File: config.mk
export PLATFORM = sky130hd
export DESIGN_NAME = alu_cmd_dispatch
export DESIGN_NICKNAME = d
export VERILOG_FILES = /design/src/rtl/alu_cmd_dispatch.sv
export SDC_FILE = /design/constraint.sdc
export NUM_CORES = 1
export LEC_CHECK = 0
export BUFFER_PORTS_ARGS = -buffer_cell sky130_fd_sc_hd__buf_4
export CAP_MARGIN = 10
export CORE_UTILIZATION = 52
export DETAILED_ROUTE_END_ITERATION = 6
export PLACE_DENSITY = 0.74
export SLEW_MARGIN = 20
export SYNTH_ARGS = -nofsm -noshare
export SYNTH_HDL_FRONTEND = slang
export SYNTH_SLANG_ARGS = --single-unit
export TNS_END_PERCENT = 20
File: constraint.sdc
create_clock -name i_clk -period 2.7 [get_ports i_clk]
set_input_delay 0.675 -clock i_clk [delete_from_list [all_inputs] [get_ports i_clk]]
set_output_delay 0.675 -clock i_clk [all_outputs]
set_load 0.05 [all_outputs]
File: src/rtl/alu_cmd_dispatch.sv
// Command FIFO and issue sequencer for the fixed-point ALU; keeps 8-beat transpose loads grouped.
// Optional blocked-cycle counter on o_stall_cnt when ALU_DISP_STALL_CNT_EN is defined.
module alu_cmd_dispatch #(
  parameter int unsigned       INST_W   = 4,
  parameter int unsigned       DATA_W   = 16,
  parameter int unsigned       DEPTH    = 4,
  parameter logic [INST_W-1:0] TRANS_OP = INST_W'(4'b1001)
) (
  input  logic                     i_clk,
  input  logic                     i_rst_n,
  input  logic                     i_cmd_valid,
  output logic                     o_cmd_ready,
  input  logic [INST_W-1:0]        i_cmd_inst,
  input  logic [DATA_W-1:0]        i_cmd_a,
  input  logic [DATA_W-1:0]        i_cmd_b,
  output logic                     o_alu_valid,
  input  logic                     i_alu_busy,
  output logic [INST_W-1:0]        o_alu_inst,
  output logic [DATA_W-1:0]        o_alu_data_a,
  output logic [DATA_W-1:0]        o_alu_data_b,
  output logic [$clog2(DEPTH):0]   o_fifo_cnt,
  output logic [15:0]              o_stall_cnt
);

  localparam int unsigned PTR_W = $clog2(DEPTH);
  localparam int unsigned CNT_W = PTR_W + 1;
  localparam int unsigned ENT_W = INST_W + 2 * DATA_W;

  localparam logic [2:0] S_IDLE      = 3'd0;
  localparam logic [2:0] S_ISSUE     = 3'd1;
  localparam logic [2:0] S_HOLD      = 3'd2;
  localparam logic [2:0] S_WAIT_BUSY = 3'd3;
  localparam logic [2:0] S_WAIT_DONE = 3'd4;
  localparam logic [2:0] LAST_BEAT   = 3'd7;

  logic [ENT_W-1:0] mem [DEPTH];
  logic [PTR_W-1:0] wr_ptr_q, rd_ptr_q;
  logic [CNT_W-1:0] cnt_q;
  logic [2:0]       state_q, state_d;
  logic [2:0]       beat_q, beat_d;
  logic             push, pop, empty, head_trans;
  logic [ENT_W-1:0] head;

  assign o_cmd_ready = (cnt_q < CNT_W'(DEPTH));
  assign o_fifo_cnt  = cnt_q;
  assign push        = i_cmd_valid & o_cmd_ready;
  assign empty       = (cnt_q == '0);
  assign head        = mem[rd_ptr_q];
  assign head_trans  = !empty && (head[ENT_W-1 -: INST_W] == TRANS_OP);

  // Command storage; contents need no reset since occupancy is tracked by cnt_q.
  always_ff @(posedge i_clk) begin
    if (push) mem[wr_ptr_q] <= {i_cmd_inst, i_cmd_a, i_cmd_b};
  end

  // Next-state logic; a pop always coincides with issuing the head to the ALU.
  always_comb begin
    state_d = state_q;
    beat_d  = beat_q;
    pop     = 1'b0;
    case (state_q)
      S_IDLE: begin
        if (!empty && !i_alu_busy) begin
          pop     = 1'b1;
          state_d = S_ISSUE;
        end
      end
      S_ISSUE: begin
        if (o_alu_inst != TRANS_OP || beat_q == LAST_BEAT) begin
          beat_d  = 3'd0;
          state_d = S_WAIT_BUSY;
        end else begin
          beat_d = beat_q + 3'd1;
          if (head_trans && !i_alu_busy) pop = 1'b1;
          else state_d = S_HOLD;
        end
      end
      S_HOLD: begin
        // Mid-group: only further transpose beats may go out until the group closes.
        if (head_trans && !i_alu_busy) begin
          pop     = 1'b1;
          state_d = S_ISSUE;
        end
      end
      S_WAIT_BUSY: begin
        if (i_alu_busy) state_d = S_WAIT_DONE;
      end
      S_WAIT_DONE: begin
        if (!i_alu_busy) state_d = S_IDLE;
      end
      default: state_d = S_IDLE;
    endcase
  end

  // State, pointers, occupancy and registered ALU-side outputs.
  always_ff @(posedge i_clk or negedge i_rst_n) begin
    if (!i_rst_n) begin
      state_q      <= S_IDLE;
      beat_q       <= 3'd0;
      wr_ptr_q     <= '0;
      rd_ptr_q     <= '0;
      cnt_q        <= '0;
      o_alu_valid  <= 1'b0;
      o_alu_inst   <= '0;
      o_alu_data_a <= '0;
      o_alu_data_b <= '0;
    end else begin
      state_q     <= state_d;
      beat_q      <= beat_d;
      o_alu_valid <= pop;
      if (push) wr_ptr_q <= wr_ptr_q + PTR_W'(1);
      if (pop) begin
        rd_ptr_q <= rd_ptr_q + PTR_W'(1);
        {o_alu_inst, o_alu_data_a, o_alu_data_b} <= head;
      end
      case ({push, pop})
        2'b10:   cnt_q <= cnt_q + CNT_W'(1);
        2'b01:   cnt_q <= cnt_q - CNT_W'(1);
        default: cnt_q <= cnt_q;
      endcase
    end
  end

`ifdef ALU_DISP_STALL_CNT_EN
  // Counts cycles where work is queued but nothing leaves the FIFO.
  always_ff @(posedge i_clk or negedge i_rst_n) begin
    if (!i_rst_n) o_stall_cnt <= 16'd0;
    else if (!empty && !pop && o_stall_cnt != 16'hFFFF) o_stall_cnt <= o_stall_cnt + 16'd1;
  end
`else
  assign o_stall_cnt = 16'd0;
`endif

endmodule
Word level (Yosys, flattened, before mapping)

Memory sizes are Yosys's and may differ from the RTL's.
Index checks and enable logic that the tools add are counted.

Register bits: 50
Bits in writable memories: 144
Bits of input ports: 40
Output and inout bits: 57
Word-level logic and storage cells: 56
Memories kept: 1

Memory list:

| name | depth | width | read ports | clocked after Yosys merged registers in | write ports | line | source |
|---|---|---|---|---|---|---|---|
| mem  | 4     | 36    | 1          | 0                                       | 1           | 36   | `logic [ENT_W-1:0] mem [DEPTH];` |

Add/sub/neg operators: 5
$lt $le $gt $ge: 1
Equality and inequality tests: 14
Muxes and demuxes: 15
Bitwise operators: 1
Reductions and logical operators: 10

Operator list:

| operator            | count |
|---|---|
| $mux 3              | 7 |
| $pmux 3 s5          | 1 |
| $ne 2x2->1 const B  | 4 |
| $add 3x1->3 const B | 2 |
| $eq 3x2->1 const B  | 2 |
| $eq 3x3->1 const B  | 2 |
| $logic_not 3->1     | 2 |
| $pmux 3 s2          | 1 |
| $mux 1              | 5 |
| $reduce_and 5->1    | 1 |
| $add 2x1->2 const B | 2 |
| $eq 4x4->1 const B  | 1 |
| $ne 4x4->1 const B  | 1 |
| $eq 3x1->1 const B  | 1 |
| $logic_and 1x1->1   | 3 |
| $lt 3x3->1 const B  | 1 |
| $ne 3x3->1 const B  | 1 |
| $pmux 1 s3          | 1 |
| $sub 3x1->3 const B | 1 |
| $eq 2x1->1 const B  | 1 |
| $eq 2x2->1 const B  | 1 |
| $logic_not 1->1     | 2 |
| $reduce_bool 2->1   | 1 |
| $and 1x1->1         | 1 |
| $logic_or 1x1->1    | 1 |

Longest topological paths before layout

Gate-level depths: netlist (run 1).

Depth in word-level cells: 9
Gate-level depth with buffers: 13
Gate-level depth less buffers: 12

Worst setup path before layout (run 1)

No wires, ideal clock.

Path type: flip-flop to flip-flop
From: register o_alu_inst[1]
To: register cnt_q[2], in the netlist o_fifo_cnt[2]
Data arrival time: 2.787 ns
Required time: 2.561 ns
Setup slack: -0.226 ns
Stages on the path, launching flop included: 12
Path buffers: 1
Path through: dfrtp_1 > or4b_2 > o32ai_2 > a31oi_4 > buf_6 > inv_1 > ha_1 > inv_1 > fa_1 > xor2_1 > nor2_1 > xnor2_1

Cells in the longest elaborated chain, start to end: 6

Ends and longest elaborated chain:

| what                                            | line | source |
|---|---|---|
| start, declared                                 | 18   | `output logic [INST_W-1:0] o_alu_inst,` |
| start signal, assigned                          | 104  | `o_alu_inst <= '0;` |
| start signal, assigned                          | 114  | `{o_alu_inst, o_alu_data_a, o_alu_data_b} <= head;` |
| $ne 4x4->1 (*)                                  | 69   | `if (o_alu_inst != TRANS_OP \|\| beat_q == LAST_BEAT) begin` |
| $logic_or 1x1->1 (*)                            | 69   |  |
| $mux 1 (*)                                      | 69   |  |
| $pmux 1 s3 (*)                                  | 61   | `case (state_q)` |
| named net pop                                   | 41   | `logic push, pop, empty, head_trans;` |
| $eq 2x1->1 or $eq 2x2->1 (tied branches)        | 116  | `case ({push, pop})` |
| $pmux 3 s2 or $reduce_bool 2->1 (tied branches) | -    |  |
| end signal, assigned                            | 117  | `2'b10: cnt_q <= cnt_q + CNT_W'(1);` |
| end signal, assigned                            | 118  | `2'b01: cnt_q <= cnt_q - CNT_W'(1);` |
| end signal, assigned                            | 119  | `default: cnt_q <= cnt_q;` |
| end, declared                                   | 38   | `logic [CNT_W-1:0] cnt_q;` |

Mark *: on every way through the listed nets, which the timed path passes. The rest lies on a longest branch.
A chain may end at the register's enable or synchronous reset.

Worst setup path after layout (run 1)

From: register rd_ptr_q[0]
To: register cnt_q[2], in the netlist o_fifo_cnt[2]

Cells in the longest elaborated chain, start to end: 9

Ends and longest elaborated chain:

| what                                            | line   | source |
|---|---|---|
| start, declared                                 | 37     | `logic [PTR_W-1:0] wr_ptr_q, rd_ptr_q;` |
| start signal, assigned                          | 113    | `rd_ptr_q <= rd_ptr_q + PTR_W'(1);` |
| $mem_v2 4x36 (*)                                | -      |  |
| $eq 4x4->1 (*)                                  | 49     | `assign head_trans = !empty && (head[ENT_W-1 -: INST_W] == TRANS_OP);` |
| $logic_and 1x1->1 (*)                           | 49     |  |
| $logic_and 1x1->1 (*)                           | 74, 80 |  |
| $mux 1 (*)                                      | 74, 80 |  |
| $mux 1                                          | 69     |  |
| $pmux 1 s3 (*)                                  | 61     |  |
| named net pop                                   | 41     |  |
| $eq 2x1->1 or $eq 2x2->1 (tied branches)        | 116    |  |
| $pmux 3 s2 or $reduce_bool 2->1 (tied branches) | -      |  |

Marks and branches as above.

==> reports/metrics.csv, run 1 <==
metric;value;unit
h-tree-depth;4;
synthTopCellsByCount;edfxtp_1, dfrtp_1, mux4_2, mux2_4, buf_4;
rr_worst_depth;10;
status;finished, final reports clean;
power_switching;3750;µW
fin_nets;525;
num_rows;43;
finClkSkew;0.00796;ns
die_h;123;µm
pwr-share-comb;0.388;
crit_arrival;2.91;ns
clk_latency;0.42;ns
synth_top_cell_by_area;edfxtp_1;
syn_to_final_growth;19.4;%
fin_util;0.645;
hold_viol;0;
r2r_slack;0.13;ns
drt-initial-drc-count;226;
core;14100;µm²
grt_pass1_vias;3836;
intPower;7180;µW
async_flop_share;0.258;
synth_area_leaders;edfxtp_1, dfrtp_1, mux4_2;
dr_wl_met3;723;µm
finalMaxSlewViolations;0;
seqCellArea;5580;µm²
syn_area;7610;µm²
die_area;15100;µm²
cts_sinks;194;
drive_gt1_frac;0.437;
clock.fmax;390;MHz
cts_made_buffers;17;
hold_ws;0.330;ns
critPathCaptureType;flip-flop;
io_pins;97;
critPathKind;reg -> reg;
synthCells;370;
wl_met2;6810;µm
cts_tree;built;
worstReg2RegStart;rd_ptr_q[0]$_DFFE_PN0P_;
stdcell_count;670;
wl;13100;µm
grt_pass1_wl;20100;µm
synth_top_area_frac;0.568;
setup_viol;0;
tightestPinTransition;0.737;ns
dp_cells;636;
seqPwrFrac;0.387;
r2r-end;o_fifo_cnt[2]$_DFFE_PN0P_;
syn_area_per_cell;20.6;µm²
yosysMostFrequentCell;edfxtp_1;
synth_cell_types;39;
maxUsedRoutingLayer;met4;
p_leak;0.00350;µW
synth-seq-cells;194;
period_share;0.950;
multi_input_area;1880;µm²
yosysWarnings;0;
met1_length;5390;µm
hpwl;8170;µm
ys_seq_area_frac;0.733;
grt_max_degree;51;
power_density;1200;nW/µm²
via_per_inst;5.47;
maxSlewHeadroom;0.509;
yosys_most_used_dff;edfxtp_1;
clockBufferDepth;2;
cts_root_buf;clkbuf_16;
post-route-min-period;2.57;ns
routedWlPerCell;19.5;µm
initial_utilization;0.540;
route.detailed.drc;0;
antenna_cells;0;
swShare;0.343;
worstPathMaxFanout;7;
fp.dieW;123;µm
rsz0062_at_grt;no;
gp_congestion;0.749;
finalPower;10900;µW
via_count;3662;
hold_class;in -> async;
overflow;0;
clockPowerShare;0.225;
ir_drop;0.712;mV
antenna_left;0;
startpoint_type;flip-flop;
drv_cap;0;
crit_required;3.04;ns
firstDrtPassIters;5;
track_usage;0.189;
fill_cells;973;
path_clk_slew;0.06;ns
synth_edf_count;144;
port_buffers;80;
grt_antenna_before_repair;0;
[cell type report]
cell class                 instances  area share
sequential                       194       0.614
multi-input combinational        152       0.207
timing repair buffer             102      0.0857
clock buffer                      21      0.0485
tap                              180      0.0248
clock inverter                    11      0.0151
inverter                          10     0.00441
[routing by layer]
layer  track usage  vias to the layer above
li1              -                     1622
met1         0.234                     1919
met2         0.319                      107
met3        0.0563                       14
met4        0.0670                        0
met5             0                        -
[worst max-delay path, cell delays in order (launching register included)]
cell	delay, ns
dfrtp_2	0.45
mux4_2	0.55
and4bb_4	0.37
a31oi_4	0.12
inv_4	0.09
ha_4	0.13
inv_1	0.05
fa_2	0.33
xor2_1	0.15
nor2_1	0.13
xnor2_1	0.13
[stage by stage]
stage / worst slack, ns / setup TNS, ns / instance area (µm²)
global route: 0.0306 / 0 / 9080
CTS: 0.108 / 0 / 9060
floorplan: -0.0883 / -0.0883 / 7680
detailed placement: 0.113 / 0 / 8480
global placement: 0.158 / 0 / 8480
finish: 0.135 / 0 / 9080
[placed cells by master, fill, tap and decap left out, drive strengths merged, types with 2 or more instances in the layout]
cell    count
mux4       36
nand2b      2
conb       16
nor3        6
nor2        3
buf       102
ha          7
clkinv      6
mux2       34
a31oi       2
nand2      11
edfxtp    144
o21ai       7
inv        11
or3         2
bufinv      3
dfrtp      50
xnor2       5
clkbuf     21
and2        5
[power by group through the flow]
| stage | logic, µW | clock network (µW) | registers [µW] |
|---|---|---|---|
| 2_1_floorplan | 2100 | 0 | 5270 |
| 3_3_place_gp | 4190 | 0 | 4260 |
| 3_5_place_dp | 4250 | 0 | 4290 |
| 4_1_cts | 4250 | 2520 | 4240 |
| 5_1_grt | 4510 | 2630 | 4300 |
| 6_report | 4240 | 2460 | 4230 |
[flip-flops by register name (all words and copies together), names as in the netlist, 3 cells and up]
signal,cells
state_q,3
o_alu_inst,4
beat_q,3
o_alu_data_a,16
mem,144
o_alu_data_b,16
o_fifo_cnt,3
[how the worst max path moves through the flow]
stage,end,startpoint,cells after the start,slack [ns]
detailed placement,o_fifo_cnt[2]$_DFFE_PN0P_,rd_ptr_q[0]$_DFFE_PN0P_,10,0.11
global route,o_fifo_cnt[2]$_DFFE_PN0P_,rd_ptr_q[0]$_DFFE_PN0P_,10,0.03
global placement,o_fifo_cnt[2]$_DFFE_PN0P_,rd_ptr_q[0]$_DFFE_PN0P_,10,0.16
CTS,o_fifo_cnt[2]$_DFFE_PN0P_,rd_ptr_q[0]$_DFFE_PN0P_,10,0.11
finish,o_fifo_cnt[2]$_DFFE_PN0P_,rd_ptr_q[0]$_DFFE_PN0P_,10,0.13
floorplan,o_fifo_cnt[2]$_DFFE_PN0P_,rd_ptr_q[0]$_DFFE_PN0P_,12,-0.09
[cells by family (layout without fill, tap and decap cells)]
group / Yosys count / in the layout / synth area share
flip-flops: 194 / 194 / 0.733
multiplexers: 71 / 71 / 0.172
buffers and inverters: 39 / 144 / 0.0312
AND/OR/NAND/NOR: 37 / 37 / 0.0276
AO/OA/AOI/OAI: 14 / 14 / 0.0150
adder cells (fa/ha/maj): 8 / 8 / 0.0141
XOR/XNOR: 6 / 6 / 0.00691
other: 1 / 16 / 0.000493
[timing repair]
| item | 4_1_cts | 5_1_grt |
|---|---|---|
| gates resized for setup | 0 | 1 |
| buffers inserted | 0 | 2 |
| hold buffers | 0 | 0 |
| endpoints found under the setup margin | 0 | 1 |
| hold endpoints to repair | 0 | 0 |
No activity file was read; power rests on OpenSTA's default activity.
==> run 2: changes to the inputs <==
- RECOVER_POWER: default -> 25
==> reports/metrics.csv, run 2 (synthesis gave the netlist of run 1 again) <==
metric;value;unit
period_share;0.951;
grt_pass1_wl;20100;µm
worstPathMaxFanout;7;
grt_max_degree;51;
cts_sinks;194;
h-tree-depth;4;
routedWlPerCell;19.5;µm
clock.fmax;390;MHz
clk_latency;0.42;ns
path_clk_slew;0.06;ns
wl;13000;µm
die_area;15100;µm²
fin_util;0.636;
regMostFlops;mem;
hpwl;8170;µm
fin_nets;525;
dp_cells;636;
largest_reg_flops;144;
drt-initial-drc-count;207;
fp.dieW;123;µm
ir_drop;0.714;mV
track_usage;0.189;
post-route-min-period;2.57;ns
maxSlewHeadroom;0.512;
firstDrtPassIters;4;
core;14100;µm²
hold_ws;0.328;ns
via_count;3653;
design_area;8960;µm²
io_pins;97;
route.detailed.drc;0;
crit_arrival;2.91;ns
setup_tns;0;ns
critPathKind;reg -> reg;
rsz0062_at_grt;no;
final_cell_mix;edfxtp_1, buf_4, dfrtp_1;
max_stage_delay;0.55;ns
setup_viol;0;
drive_gt1_frac;0.371;
largest_registers;mem: 144 flops, o_alu_data_a: 16 flops, o_alu_data_b: 16 flops;
syn_to_final_growth;17.8;%
clockBufferDepth;2;
die_h;123;µm
finalMaxSlewViolations;0;
hold_viol;0;
stdcell_count;670;
finClkSkew;0.00816;ns
p_leak;0.00339;µW
critPathCaptureType;flip-flop;
crit_required;3.04;ns
cts_tree;built;
startpoint_type;flip-flop;
initial_utilization;0.540;
status;finished, final reports clean;
cts_made_buffers;17;
port_buffers;80;
grt_antenna_before_repair;0;
placed_area;8480;µm²
slowest_stage;mux4_2;
cts_hold_buf;0;
hold_class;in -> async;
worst-path-buf-inv;2;
path_delay_family;multiplexers;
antenna_cells;0;
crit_chain;mux4_2 -> and4bb_4 -> a31oi_4 -> inv_4 -> ha_4 -> inv_1 -> fa_2 -> xor2_1 -> nor2_1 -> xnor2_1;
power_density;1220;nW/µm²
final_common_cell;edfxtp_1;
grt_pass1_vias;3836;
drv_cap;0;
gp_congestion;0.749;
antenna_left;0;
tightestPinTransition;0.733;ns
num_rows;43;
overflow;0;
cts_root_buf;clkbuf_16;
via_per_inst;5.45;
==> run 2: changes by cell type in the layout (fill, tap and decap cells not counted) <==
cell and delta:
clkbuf_1 +32, buf_4 -32
==> run 2: what timing repair did <==
action                                  CTS  global route
resized for setup                         0             1
endpoints found under the setup margin    0             1
setup buffers                             0             2
==> run 2: routing by layer <==
metal | share of wire | GRT usage
met4 | 0.013 | 0.0670
met3 | 0.055 | 0.0563
met1 | 0.41 | 0.234
met2 | 0.52 | 0.319
met5 | 0 | 0
==> run 2: layout make-up <==
type	instances	area [µm²]
clock buffer	21	440
clock inverter	11	138
fill	995	5130
inverter	10	40.0
multi-input combinational	152	1880
sequential	194	5580
tap	180	225
timing repair buffer	102	658
==> run 2: power breakdown <==
part | leakage (µW) | internal, µW | total, µW | switching, µW
clock | 0.000280 | 1450 | 2460 | 1010
combinational | 0.00120 | 1810 | 4220 | 2410
sequential | 0.00191 | 3900 | 4230 | 325
total | 0.00339 | 7160 | 10900 | 3740
==> run 2: worst paths after layout <==
check	startpoint	end	slack [ns]	cells past startpoint
worst min register to register	beat_q[2]$_DFFE_PN0N_	beat_q[2]$_DFFE_PN0N_	0.49	2
max in group asynchronous	i_rst_n	rd_ptr_q[1]$_DFFE_PN0P_	1.86	1
worst max register to register	rd_ptr_q[0]$_DFFE_PN0P_	o_fifo_cnt[2]$_DFFE_PN0P_	0.13	10
worst min-delay path	i_rst_n	o_fifo_cnt[0]$_DFFE_PN0P_	0.33	1
worst max-delay path	rd_ptr_q[0]$_DFFE_PN0P_	o_fifo_cnt[2]$_DFFE_PN0P_	0.13	10
min in group i_clk	i_cmd_a[14]	mem[2][30]$_DFFE_PP_	0.46	1
==> run 2: worst register-to-register path: cells and delay by family, from the launching register on <==
family                     cells  cell delay (ns)
DFF                            1             0.45
AOI/OAI and AO/OA              1             0.12
muxes                          1             0.55
and+or+nand+nor                2             0.50
adders and majority gates      2             0.46
buffers and inverters          2             0.14
xor gates and xnor gates       2             0.28
==> run 2: metrics by stage <==
step | total power [µW] | worst slack [ns]
floorplan | 7370 | -0.0883
global placement | 8450 | 0.158
detailed placement | 8540 | 0.113
CTS | 11000 | 0.108
global route | 11400 | 0.0306
finish | 10900 | 0.133
